File: config.mk
export PLATFORM = sky130hd
export DESIGN_NAME = clk_gate_ctrl
export DESIGN_NICKNAME = d
export VERILOG_FILES = /design/src/rtl/clk_gate_ctrl.sv
export SDC_FILE = /design/constraint.sdc
export NUM_CORES = 1
export LEC_CHECK = 0
export CAP_MARGIN = 20
export CORE_MARGIN = 8
export CORE_UTILIZATION = 55
export CTS_BUF_LIST = sky130_fd_sc_hd__clkbuf_4
export CTS_CLUSTER_DIAMETER = 30
export DETAILED_ROUTE_END_ITERATION = 10
export GPL_ROUTABILITY_DRIVEN = 0
export PLACE_DENSITY = 0.74
export SLEW_MARGIN = 15
export SYNTH_ARGS = -nofsm -noshare
export SYNTH_HDL_FRONTEND = slang
export SYNTH_SLANG_ARGS = --single-unit
export TNS_END_PERCENT = 30
File: constraint.sdc
create_clock -name clk -period 2.5 [get_ports clk]
set_input_delay 0.5 -clock clk [delete_from_list [all_inputs] [get_ports clk]]
set_output_delay 0.5 -clock clk [all_outputs]
set_load 0.02 [all_outputs]
File: src/rtl/clk_gate_ctrl.sv
`default_nettype none
// ============================================================================
// Module   : clk_gate_ctrl
// Brief    : Push-button controlled, glitch-free BUFGCE CE sequencer with
//            quiesce handshake and post-enable settle window.
// Revision : 1.0
// ============================================================================
module clk_gate_ctrl #(
    parameter int DEBOUNCE_CYCLES = 1000000,
    parameter int ACK_TIMEOUT     = 255,
    parameter int SETTLE_CYCLES   = 4
) (
    input  logic clk,
    input  logic rst_n,
    input  logic key_in,
    input  logic stop_ack,
    output logic ce,
    output logic stop_req,
    output logic gated_ready,
    output logic timeout_flag,
    output logic key_press
);

    localparam int DB_W = (DEBOUNCE_CYCLES > 1) ? $clog2(DEBOUNCE_CYCLES) : 1;
    localparam int AT_W = $clog2(ACK_TIMEOUT + 1);
    localparam int ST_W = $clog2(SETTLE_CYCLES + 1);
    localparam int DW_W = (AT_W > ST_W) ? AT_W : ST_W;

    localparam logic [DB_W-1:0] c_db_last  = DB_W'(DEBOUNCE_CYCLES - 1);
    localparam logic [DW_W-1:0] c_ack_last = DW_W'(ACK_TIMEOUT - 1);
    localparam logic [DW_W-1:0] c_set_last = DW_W'(SETTLE_CYCLES - 1);

    typedef enum logic [1:0] {
        S_RUN    = 2'd0,
        S_DRAIN  = 2'd1,
        S_OFF    = 2'd2,
        S_SETTLE = 2'd3
    } state_t;

    logic            r_s1;
    logic            r_s2;
    logic            r_stable;
    logic            r_stable_d;
    logic            r_armed;
    logic [DB_W-1:0] r_db_cnt;
    logic            r_key_press;

    // Until a debounced release is seen after reset, the debouncer only looks
    // for a sustained low, so a key held through reset is never accepted.
    always_ff @(posedge clk) begin
        if (!rst_n) begin
            r_s1        <= 1'b0;
            r_s2        <= 1'b0;
            r_stable    <= 1'b0;
            r_stable_d  <= 1'b0;
            r_armed     <= 1'b0;
            r_db_cnt    <= '0;
            r_key_press <= 1'b0;
        end else begin
            r_s1        <= key_in;
            r_s2        <= r_s1;
            r_stable_d  <= r_stable;
            r_key_press <= r_stable & ~r_stable_d;
            if (!r_armed) begin
                if (!r_s1 && !r_s2) begin
                    if (r_db_cnt == c_db_last) begin
                        r_armed  <= 1'b1;
                        r_db_cnt <= '0;
                    end else begin
                        r_db_cnt <= r_db_cnt + 1'b1;
                    end
                end else begin
                    r_db_cnt <= '0;
                end
            end else if (r_s2 != r_stable) begin
                if (r_db_cnt == c_db_last) begin
                    r_stable <= r_s2;
                    r_db_cnt <= '0;
                end else begin
                    r_db_cnt <= r_db_cnt + 1'b1;
                end
            end else begin
                r_db_cnt <= '0;
            end
        end
    end

    state_t          r_state;
    state_t          w_state;
    logic [DW_W-1:0] r_dwell;
    logic [DW_W-1:0] w_dwell;
    logic            r_ce;
    logic            r_stop_req;
    logic            r_gated_ready;
    logic            r_timeout;
    logic            w_timeout;

    always_comb begin
        w_state   = r_state;
        w_dwell   = r_dwell;
        w_timeout = r_timeout;
        case (r_state)
            S_RUN: begin
                if (r_key_press) begin
                    w_state   = S_DRAIN;
                    w_dwell   = '0;
                    w_timeout = 1'b0;
                end
            end
            S_DRAIN: begin
                if (stop_ack) begin
                    w_state = S_OFF;
                end else if (r_dwell == c_ack_last) begin
                    w_state   = S_OFF;
                    w_timeout = 1'b1;
                end else begin
                    w_dwell = r_dwell + 1'b1;
                end
            end
            S_OFF: begin
                if (r_key_press) begin
                    w_state = S_SETTLE;
                    w_dwell = '0;
                end
            end
            S_SETTLE: begin
                if (r_dwell == c_set_last) begin
                    w_state = S_RUN;
                end else begin
                    w_dwell = r_dwell + 1'b1;
                end
            end
            default: w_state = S_RUN;
        endcase
    end

    // Outputs are decoded from the next state so each is a plain flop.
    always_ff @(posedge clk) begin
        if (!rst_n) begin
            r_state       <= S_RUN;
            r_dwell       <= '0;
            r_ce          <= 1'b1;
            r_stop_req    <= 1'b0;
            r_gated_ready <= 1'b1;
            r_timeout     <= 1'b0;
        end else begin
            r_state       <= w_state;
            r_dwell       <= w_dwell;
            r_ce          <= (w_state != S_OFF);
            r_stop_req    <= (w_state == S_DRAIN);
            r_gated_ready <= (w_state == S_RUN);
            r_timeout     <= w_timeout;
        end
    end

    assign ce           = r_ce;
    assign stop_req     = r_stop_req;
    assign gated_ready  = r_gated_ready;
    assign timeout_flag = r_timeout;
    assign key_press    = r_key_press;

endmodule
`default_nettype wire

==> run metrics, run 1 <==
status completed; clk_lat worst skew 0.35 ns; Req. time, crit path 2.79 ns; post-cts resize count 0; first-pass GRT wire length 5306 µm; clock sink count 40; Synth Instances 194; proportion of layout cells with a drive suffix above 1 7.212%; startpoint types register; area grow syn2layout 11.67%; Main synth FF type dfxtp_1; Die Span Y 72.19 µm; Area after DPL 0.001859 mm²; syn_nets 201; async set-reset flop share out of synthesis 0%; WS Path Type register to register; die area 0.005211 mm²; number of global-route vias before repair 1283; # nets final 214; PwrDens 565.3 mW/mm²; Crit-path slowest cell or4_1; final instance area 0.001939 mm²; die width 72.19 µm; Worst VDD drop 0.4507 mV; worst slew pin tran 1.016 ns; setup TNS 0 ns; number of CTS-inserted buffers 5; Cell Rows 20; highest clock rate 455.7 MHz; drt pass-1 iters 4; Tot GR Track Use 12.91%; initial antenna violation count 0; Hold Crit Class register to register; # hold bufs at CTS 0; fillers 258; number of diodes 0; clk root buf clkbuf_4; WL final 3097 µm; Fin. Hold Viols 0; Initial Util 57.36%; max-slew violations 0; flops & latches, synth 40; unrepaired setup endpoints after global routing false; Post-CTS Setup Inserts 0; # setup viols final 0; vias 1381; Detail Route Antenna Nets 0; Ports 9; P_leak 0.0006978 µW; Critical Path AT 2.48 ns; Worst Skew 0.005160 ns; Overflow after GRT 0; max_cap viols 0; DR iter-0 viols 78; Clk pin slew, worst setup/hold paths 0.11 ns; Post-synth EDFFs 0; Critical Path End Type register; synth unique cells 40; max incr delay on CP 0.54 ns; fin crit share 87.77%; Mapped Avg Cell Area 8.952 µm²; core area 0.003028 mm²; Port Buffers 8; drt drc 0; H-tree levels 2; dpl hpwl 2261 µm; fin crit period 2.194 ns; Crit Path Max Fanout 19; largest net degree at the start of global routing 20; CTS Buffer Depth 2; Mapped Area 0.001737 mm²; sequential element share of the synthesized area 46.11%; wire per inst 12.29 µm; critical-path cell list inv_1 > ha_1 > and3_1 > a211oi_2 > o32ai_2 > or4_1 > a21oi_1; headroom to the max-slew limit 32.25%; via/cell ratio 5.480; Synth warnings 0; CTS tree yes
-- cells in the final DEF, fill, tap and decap left out, types with 2 or more instances in the layout --
master           netlist  routed
or4_1                  2       2
dfxtp_1               40      40
nor3_1                 4       4
nor4_1                 4       4
or3_1                  4       4
nand2_1               18      18
ha_1                   3       3
clkdlybuf4s50_1        0       8
clkbuf_4               0       6
inv_1                  6       6
nand2b_1               2       2
a21oi_1                8       8
o21ai_0                6       6
nor2b_1                3       3
nand4_1                4       4
xor2_1                11      11
nand3b_1               3       3
nand3_1                8       8
and2_1                 6       6
nor2_1                31      31
xnor2_1                8       8
and4_1                 2       2
and3_1                 2       2
buf_4                  1       2
-- cells by family (layout without fill, tap and decap cells) --
logic type                 Yosys count  after routing  share of synthesized area [%]
buffers and inverters               10             24                          2.881
and+or+nand+nor                     99             99                          30.11
DFF                                 40             40                          46.11
xor gates and xnor gates            19             19                          9.582
adders and majority gates            3              3                          2.162
AOI/OAI and AO/OA                   23             23                          9.150
-- report_power, final --
group | switching [µW] | total (µW) | internal, µW
logic | 17.5 | 30.2 | 12.7
clock network | 201 | 422 | 220
registers | 3.03 | 644 | 641
-- Yosys cell counts, drive strengths merged (3+ instances only) --
library cell	n	area share (%)
a21oi	8	2.3
and2	6	2.2
buf	3	1.4
dfxtp	40	46
ha	3	2.2
inv	6	1.3
nand2	18	3.9
nand3	8	2.3
nand3b	3	1.3
nand4	4	1.4
nor2	31	6.7
nor2b	3	1.1
nor3	4	1.2
nor4	5	2.7
o21ai	7	2.0
or3	5	2.1
xnor2	8	4.0
xor2	11	5.5
-- routing by layer --
layer | wire length [µm] | GRT usage, % | vias up
met3 | 157 | 6.336 | 8
met2 | 1468 | 20.26 | 22
met1 | 1403 | 13.98 | 659
met5 | 0 | 0 | -
met4 | 67 | 6.803 | 0
li1 | - | - | 692
-- worst max-delay path: cells and delay by family (launching register included) --
family          cells  cell delay (ns)
flops               1             0.41
buf+inv             1             0.09
fa+ha+maj           1             0.20
compound gates      3             0.67
simple gates        2             0.75
-- registers in the layout, summed over array words and instances, names as in the netlist --
name / flops
r_db_cnt: 20
r_dwell: 8
r_state: 2
ce: 1
gated_ready: 1
key_press: 1
r_armed: 1
r_s1: 1
r_s2: 1
r_stable: 1
r_stable_d: 1
stop_req: 1
timeout_flag: 1
-- stage by stage --
step	cells	util (%)	total power, µW	hold WS (ns)	worst slack, ns
after global routing	252	64.05	1134	0.4288	0.1746
after detailed placement	244	61.41	689.3	0.3900	0.2798
after global placement	244	61.41	687.0	0.3750	0.3421
after CTS	252	64.05	1108	0.4073	0.3149
final	252	64.05	1096	0.4009	0.3057
after floorplan	194	-	679.4	0.3682	0.6160
-- cell type report --
| cell class | count | area (µm²) | share of cell area (%) |
|---|---|---|---|
| Clock buffer | 6 | 45.04 | 2.323 |
| Clock inverter | 2 | 35.03 | 1.806 |
| Inverter | 6 | 22.52 | 1.161 |
| Multi-Input combinational cell | 144 | 885.9 | 45.68 |
| Sequential cell | 40 | 800.8 | 41.29 |
| Tap cell | 44 | 55.05 | 2.839 |
| Timing Repair Buffer | 10 | 95.09 | 4.903 |
-- final timing paths --
path                    from          to  slack (ns)  depth (start not counted)
setup / recovery  r_dwell[0]  r_dwell[5]        0.31                          7
hold / removal    r_stable_d   key_press        0.40                          1
setup reg to reg  r_dwell[0]  r_dwell[5]        0.31                          7
hold reg to reg   r_stable_d   key_press        0.40                          1
(Power assumes the default switching activity.)
==> run 2, diff against run 1 <==
Settings changed: CTS_CLUSTER_DIAMETER 30 to 50, PLACE_DENSITY 0.74 to 0.75.
==> run metrics, run 2 (synthesis results as in run 1) <==
unrepaired setup endpoints after global routing false; placed cells 244 (unchanged); post-cts resize count 0 (unchanged); Reg power frac 58.7% (about the same); die area 0.005211 mm² (unchanged); Fin. Hold Viols 0 (unchanged); clk_lat worst skew 0.35 ns (about the same); setup TNS 0 ns (unchanged); Port Buffers 8 (unchanged); clock sink count 40 (unchanged); CTS Buffer Depth 2 (unchanged); proportion of layout cells with a drive suffix above 1 7.656% (+0.44 points); register area 800.8 µm² (unchanged); Detail Route Antenna Nets 0 (unchanged); initial antenna violation count 0 (unchanged); Die Span Y 72.19 µm (unchanged); commonest cells after routing, fill and taps aside dfxtp_1 (40), nor2_1 (31), nand2_1 (18), xor2_1 (11); status completed; wire per inst 12.87 µm (+4.8%); number of global-route vias before repair 1354 (+5.5%); max reg flops 20 (unchanged); Comb pwr share 2.7% (about the same); Ports 9 (unchanged); max-slew violations 0 (unchanged); worst slew pin tran 0.8148 ns (-0.2014 ns); # setup viols final 0 (unchanged); drt drc 0 (unchanged); Post-CTS Setup Inserts 0 (unchanged); hold_ws 0.4014 ns (+0.0004850 ns); Clk pin slew, worst setup/hold paths 0.11 ns (about the same); Critical Path AT 2.50 ns (+0.02 ns); P_leak 0.0007020 µW (+0.59%); drt pass-1 iters 4 (unchanged); RR Startpoint r_dwell[0]; DR iter-0 viols 44 (-44%); fin crit period 2.218 ns (+0.02404 ns); PwrDens 564.1 mW/mm² (-0.22%); number of CTS-inserted buffers 5 (unchanged); core area 0.003028 mm² (unchanged); Sw Ratio 20.38% (+0.15 points); Psw 223.9 µW (+0.91%); vias 1356 (-1.8%); Cell Rows 20 (unchanged); area grow syn2layout 12.10%; fin crit share 88.73% (+0.96 points); first-pass GRT wire length 5816 µm (+9.6%); # hold bufs at CTS 0 (unchanged); fillers 253 (-1.9%); max_cap viols 0 (unchanged); Initial Util 57.36% (unchanged); Hold Crit Class register to register; leading registers by flop count r_db_cnt: 20 flops, r_dwell: 8 flops, r_state: 2 flops; startpoint types register; highest clock rate 450.8 MHz (-1.1%); dpl hpwl 2412 µm (+6.6%); H-tree levels 2 (unchanged); Tot GR Track Use 14.36% (+1.5 points); WS Path Type register to register; Finished Layout Cells 253 (+0.40%); Int Pwr 874.4 µW (about the same); Most flops, register r_db_cnt; Crit Path Max Fanout 17 (-2); Req. time, crit path 2.78 ns (about the same); clk root buf clkbuf_4; largest net degree at the start of global routing 20 (unchanged); crit path launch r_dwell[0]; Worst Skew 0.006943 ns (+0.001783 ns); Hold Startpoint r_stable_d; commonest non-fill, non-tap cell in the layout dfxtp_1; CTS tree yes; number of diodes 0 (unchanged); Worst VDD drop 0.4266 mV (-5.4%); Overflow after GRT 0 (unchanged); # nets final 215 (+0.47%); via/cell ratio 5.360 (-2.2%); WL final 3257 µm (+5.2%); die width 72.19 µm (unchanged); headroom to the max-slew limit 45.18% (+13 points); Critical Path End Type register; clock network fraction of design power 38.7% (+0.2 points); multi-input logic area 885.9 µm² (unchanged)
run 2: cell count changes in the layout (fill, tap and decap cells not counted):
cell	change
buf_4	+1
run 2: power groups by stage:
stage	Clock (µW)	Combinational, µW	Sequential [µW]
after floorplan	0	21.1	658
final	425	29.3	644
after CTS	439	29.8	645
after detailed placement	0	29.8	659
after global routing	475	33.0	646
after global placement	0	28.5	659
run 2: final timing paths:
kind                                   end  slack [ns]  depth (start not counted)
worst max register to register  r_dwell[5]        0.28                          8
worst min-delay path             key_press        0.40                          1
worst max-delay path            r_dwell[5]        0.28                          8
worst min register to register   key_press        0.40                          1
run 2: cell type report:
type	count	area share (%)
Tap cell	44	2.828
Clock inverter	2	1.799
Inverter	6	1.157
Multi-Input combinational cell	144	45.50
Sequential cell	40	41.13
Clock buffer	6	2.314
Timing Repair Buffer	11	5.270
run 2: per-layer routing:
layer | GRT usage, % | up-vias | wire (µm)
li1 | - | 692 | -
met1 | 15.82 | 639 | 1494
met2 | 22.67 | 19 | 1578
met3 | 6.336 | 6 | 136
met4 | 7.710 | 0 | 48
met5 | 0 | - | 0
run 2: per-stage QoR:
| stage | worst slack (ns) | utilization (%) | total power [µW] | cell area [µm²] |
|---|---|---|---|---|
| final | 0.2817 | 64.30 | 1098 | 1947 |
| after global placement | 0.3480 | 61.41 | 687.1 | 1859 |
| after detailed placement | 0.2710 | 61.41 | 688.7 | 1859 |
| after floorplan | 0.6160 | - | 679.4 | 1737 |
| after global routing | 0.1129 | 64.30 | 1153 | 1947 |
| after CTS | 0.2756 | 64.05 | 1113 | 1939 |
run 2: critical path, stage by stage (launching register included):
cell,delay [ns]
dfxtp_1,0.41
inv_1,0.09
ha_1,0.20
and3_1,0.21
a211oi_2,0.25
o32ai_2,0.13
buf_4,0.21
or4_1,0.48
a21oi_1,0.15
==> run 3, diff against run 2 <==
Settings changed: SLEW_MARGIN 15 to 0.
==> run metrics, run 3 (synthesis results as in run 1) <==
area grow syn2layout 11.67%; Overflow after GRT 0 (unchanged); max_cap viols 0 (unchanged); WS Path Type register to register; clock sink count 40 (unchanged); Ports 9 (unchanged); Area after DPL 0.001859 mm² (unchanged); Die Span Y 72.19 µm (unchanged); drt drc 0 (unchanged); Post-CTS Setup Inserts 0 (unchanged); vias 1359 (+0.22%); fin crit share 89.03% (+0.29 points); Worst VDD drop 0.4268 mV (about the same); Crit-path slowest cell or4_1; WL final 3235 µm (-0.68%); CP bufs+invs 1 (-1); critical-path cell list inv_1 > ha_1 > and3_1 > a211oi_2 > o32ai_2 > or4_1 > a21oi_1; H-tree levels 2 (unchanged); # hold bufs at CTS 0 (unchanged); # setup viols final 0 (unchanged); DR iter-0 viols 57 (+30%); Req. time, crit path 2.79 ns (about the same); status completed; Critical Path AT 2.51 ns (about the same); final instance area 0.001939 mm² (-0.39%); clk root buf clkbuf_4; Fin. Hold Viols 0 (unchanged); Critical Path End Type register; Hold Crit Class register to register; fin crit period 2.226 ns (+0.007340 ns); startpoint types register; Initial Util 57.36% (unchanged); max-slew violations 0 (unchanged); commonest non-fill, non-tap cell in the layout dfxtp_1; clk_lat worst skew 0.35 ns (about the same); number of diodes 0 (unchanged); highest clock rate 449.3 MHz (-0.33%); largest net degree at the start of global routing 20 (unchanged); first-pass GRT wire length 5816 µm (unchanged); # nets final 214 (-0.47%); number of CTS-inserted buffers 5 (unchanged); drt pass-1 iters 4 (unchanged); die area 0.005211 mm² (unchanged); PwrDens 567.1 mW/mm² (+0.54%); Total Power 1100 µW (+0.15%); leading registers by flop count r_db_cnt: 20 flops, r_dwell: 8 flops, r_state: 2 flops; Crit Path Max Fanout 19 (+2); CTS Buffer Depth 2 (unchanged); placed cells 244 (unchanged); Crit path max-delay family simple AND/OR/NAND/NOR gates; Detail Route Antenna Nets 0 (unchanged); max reg flops 20 (unchanged); flop2flop setup slack 0.27 ns (about the same); wire length on met2 1574 µm (-0.25%); Tot GR Track Use 14.36% (unchanged); dpl hpwl 2412 µm (unchanged); Most flops, register r_db_cnt; number of global-route vias before repair 1354 (unchanged); setup TNS 0 ns (unchanged); die width 72.19 µm (unchanged); Port Buffers 8 (unchanged); unrepaired setup endpoints after global routing false; M1 WL 1479 µm (-1.0%); worst slew pin tran 1.036 ns (+0.2208 ns); met3 WL 134 µm (-1.5%); headroom to the max-slew limit 30.96% (-14 points); max incr delay on CP 0.54 ns (+0.06 ns); core area 0.003028 mm² (unchanged); CTS tree yes; Finished Layout Cells 252 (-0.40%); Cell Rows 20 (unchanged); wire per inst 12.84 µm (-0.28%); Worst Skew 0.007216 ns (+0.0002728 ns); commonest cells after routing, fill and taps aside dfxtp_1 (40), nor2_1 (31), nand2_1 (18), xor2_1 (11); Top Metal Used met4; Clk pin slew, worst setup/hold paths 0.12 ns (about the same); post-cts resize count 0 (unchanged); P_leak 0.0006978 µW (-0.59%); fin util 64.05% (-0.25 points); proportion of layout cells with a drive suffix above 1 7.212% (-0.44 points); initial antenna violation count 0 (unchanged); via/cell ratio 5.393 (+0.62%)
run 3: metrics by stage:
stage	setup slack [ns]	hold WS, ns
after floorplan	0.6160	0.3682
after global placement	0.3480	0.3764
after detailed placement	0.2710	0.3855
after CTS	0.2756	0.4033
after global routing	0.07877	0.4167
final	0.2743	0.4011
run 3: layer usage:
| layer | vias to the layer above | GRT usage [%] |
|---|---|---|
| met3 | 6 | 6.336 |
| met1 | 643 | 15.82 |
| met2 | 20 | 22.67 |
| met5 | - | 0 |
| li1 | 690 | - |
| met4 | 0 | 7.710 |
run 3: path summary, 6_finish.rpt:
path / from / endpoint / depth (start not counted)
max: r_dwell[0] / r_dwell[5] / 7
min: r_stable_d / key_press / 1
max reg2reg: r_dwell[0] / r_dwell[5] / 7
min reg2reg: r_stable_d / key_press / 1
run 3: report_power, final:
part | switching [µW] | total [µW] | internal (µW)
Clock | 206 | 426 | 220
Sequential | 2.99 | 644 | 641
Combinational | 16.7 | 29.2 | 12.5
Total | 225 | 1100 | 874
run 3: final cells by class:
| type | count | area, µm² |
|---|---|---|
| fillers | 254 | 1089 |
| clock inverters | 2 | 35.03 |
| repair buffers | 10 | 95.09 |
| inverters | 6 | 22.52 |
| clock buffers | 6 | 45.04 |
| well taps | 44 | 55.05 |
| flip-flops and latches | 40 | 800.8 |
| multi-input cells | 144 | 885.9 |
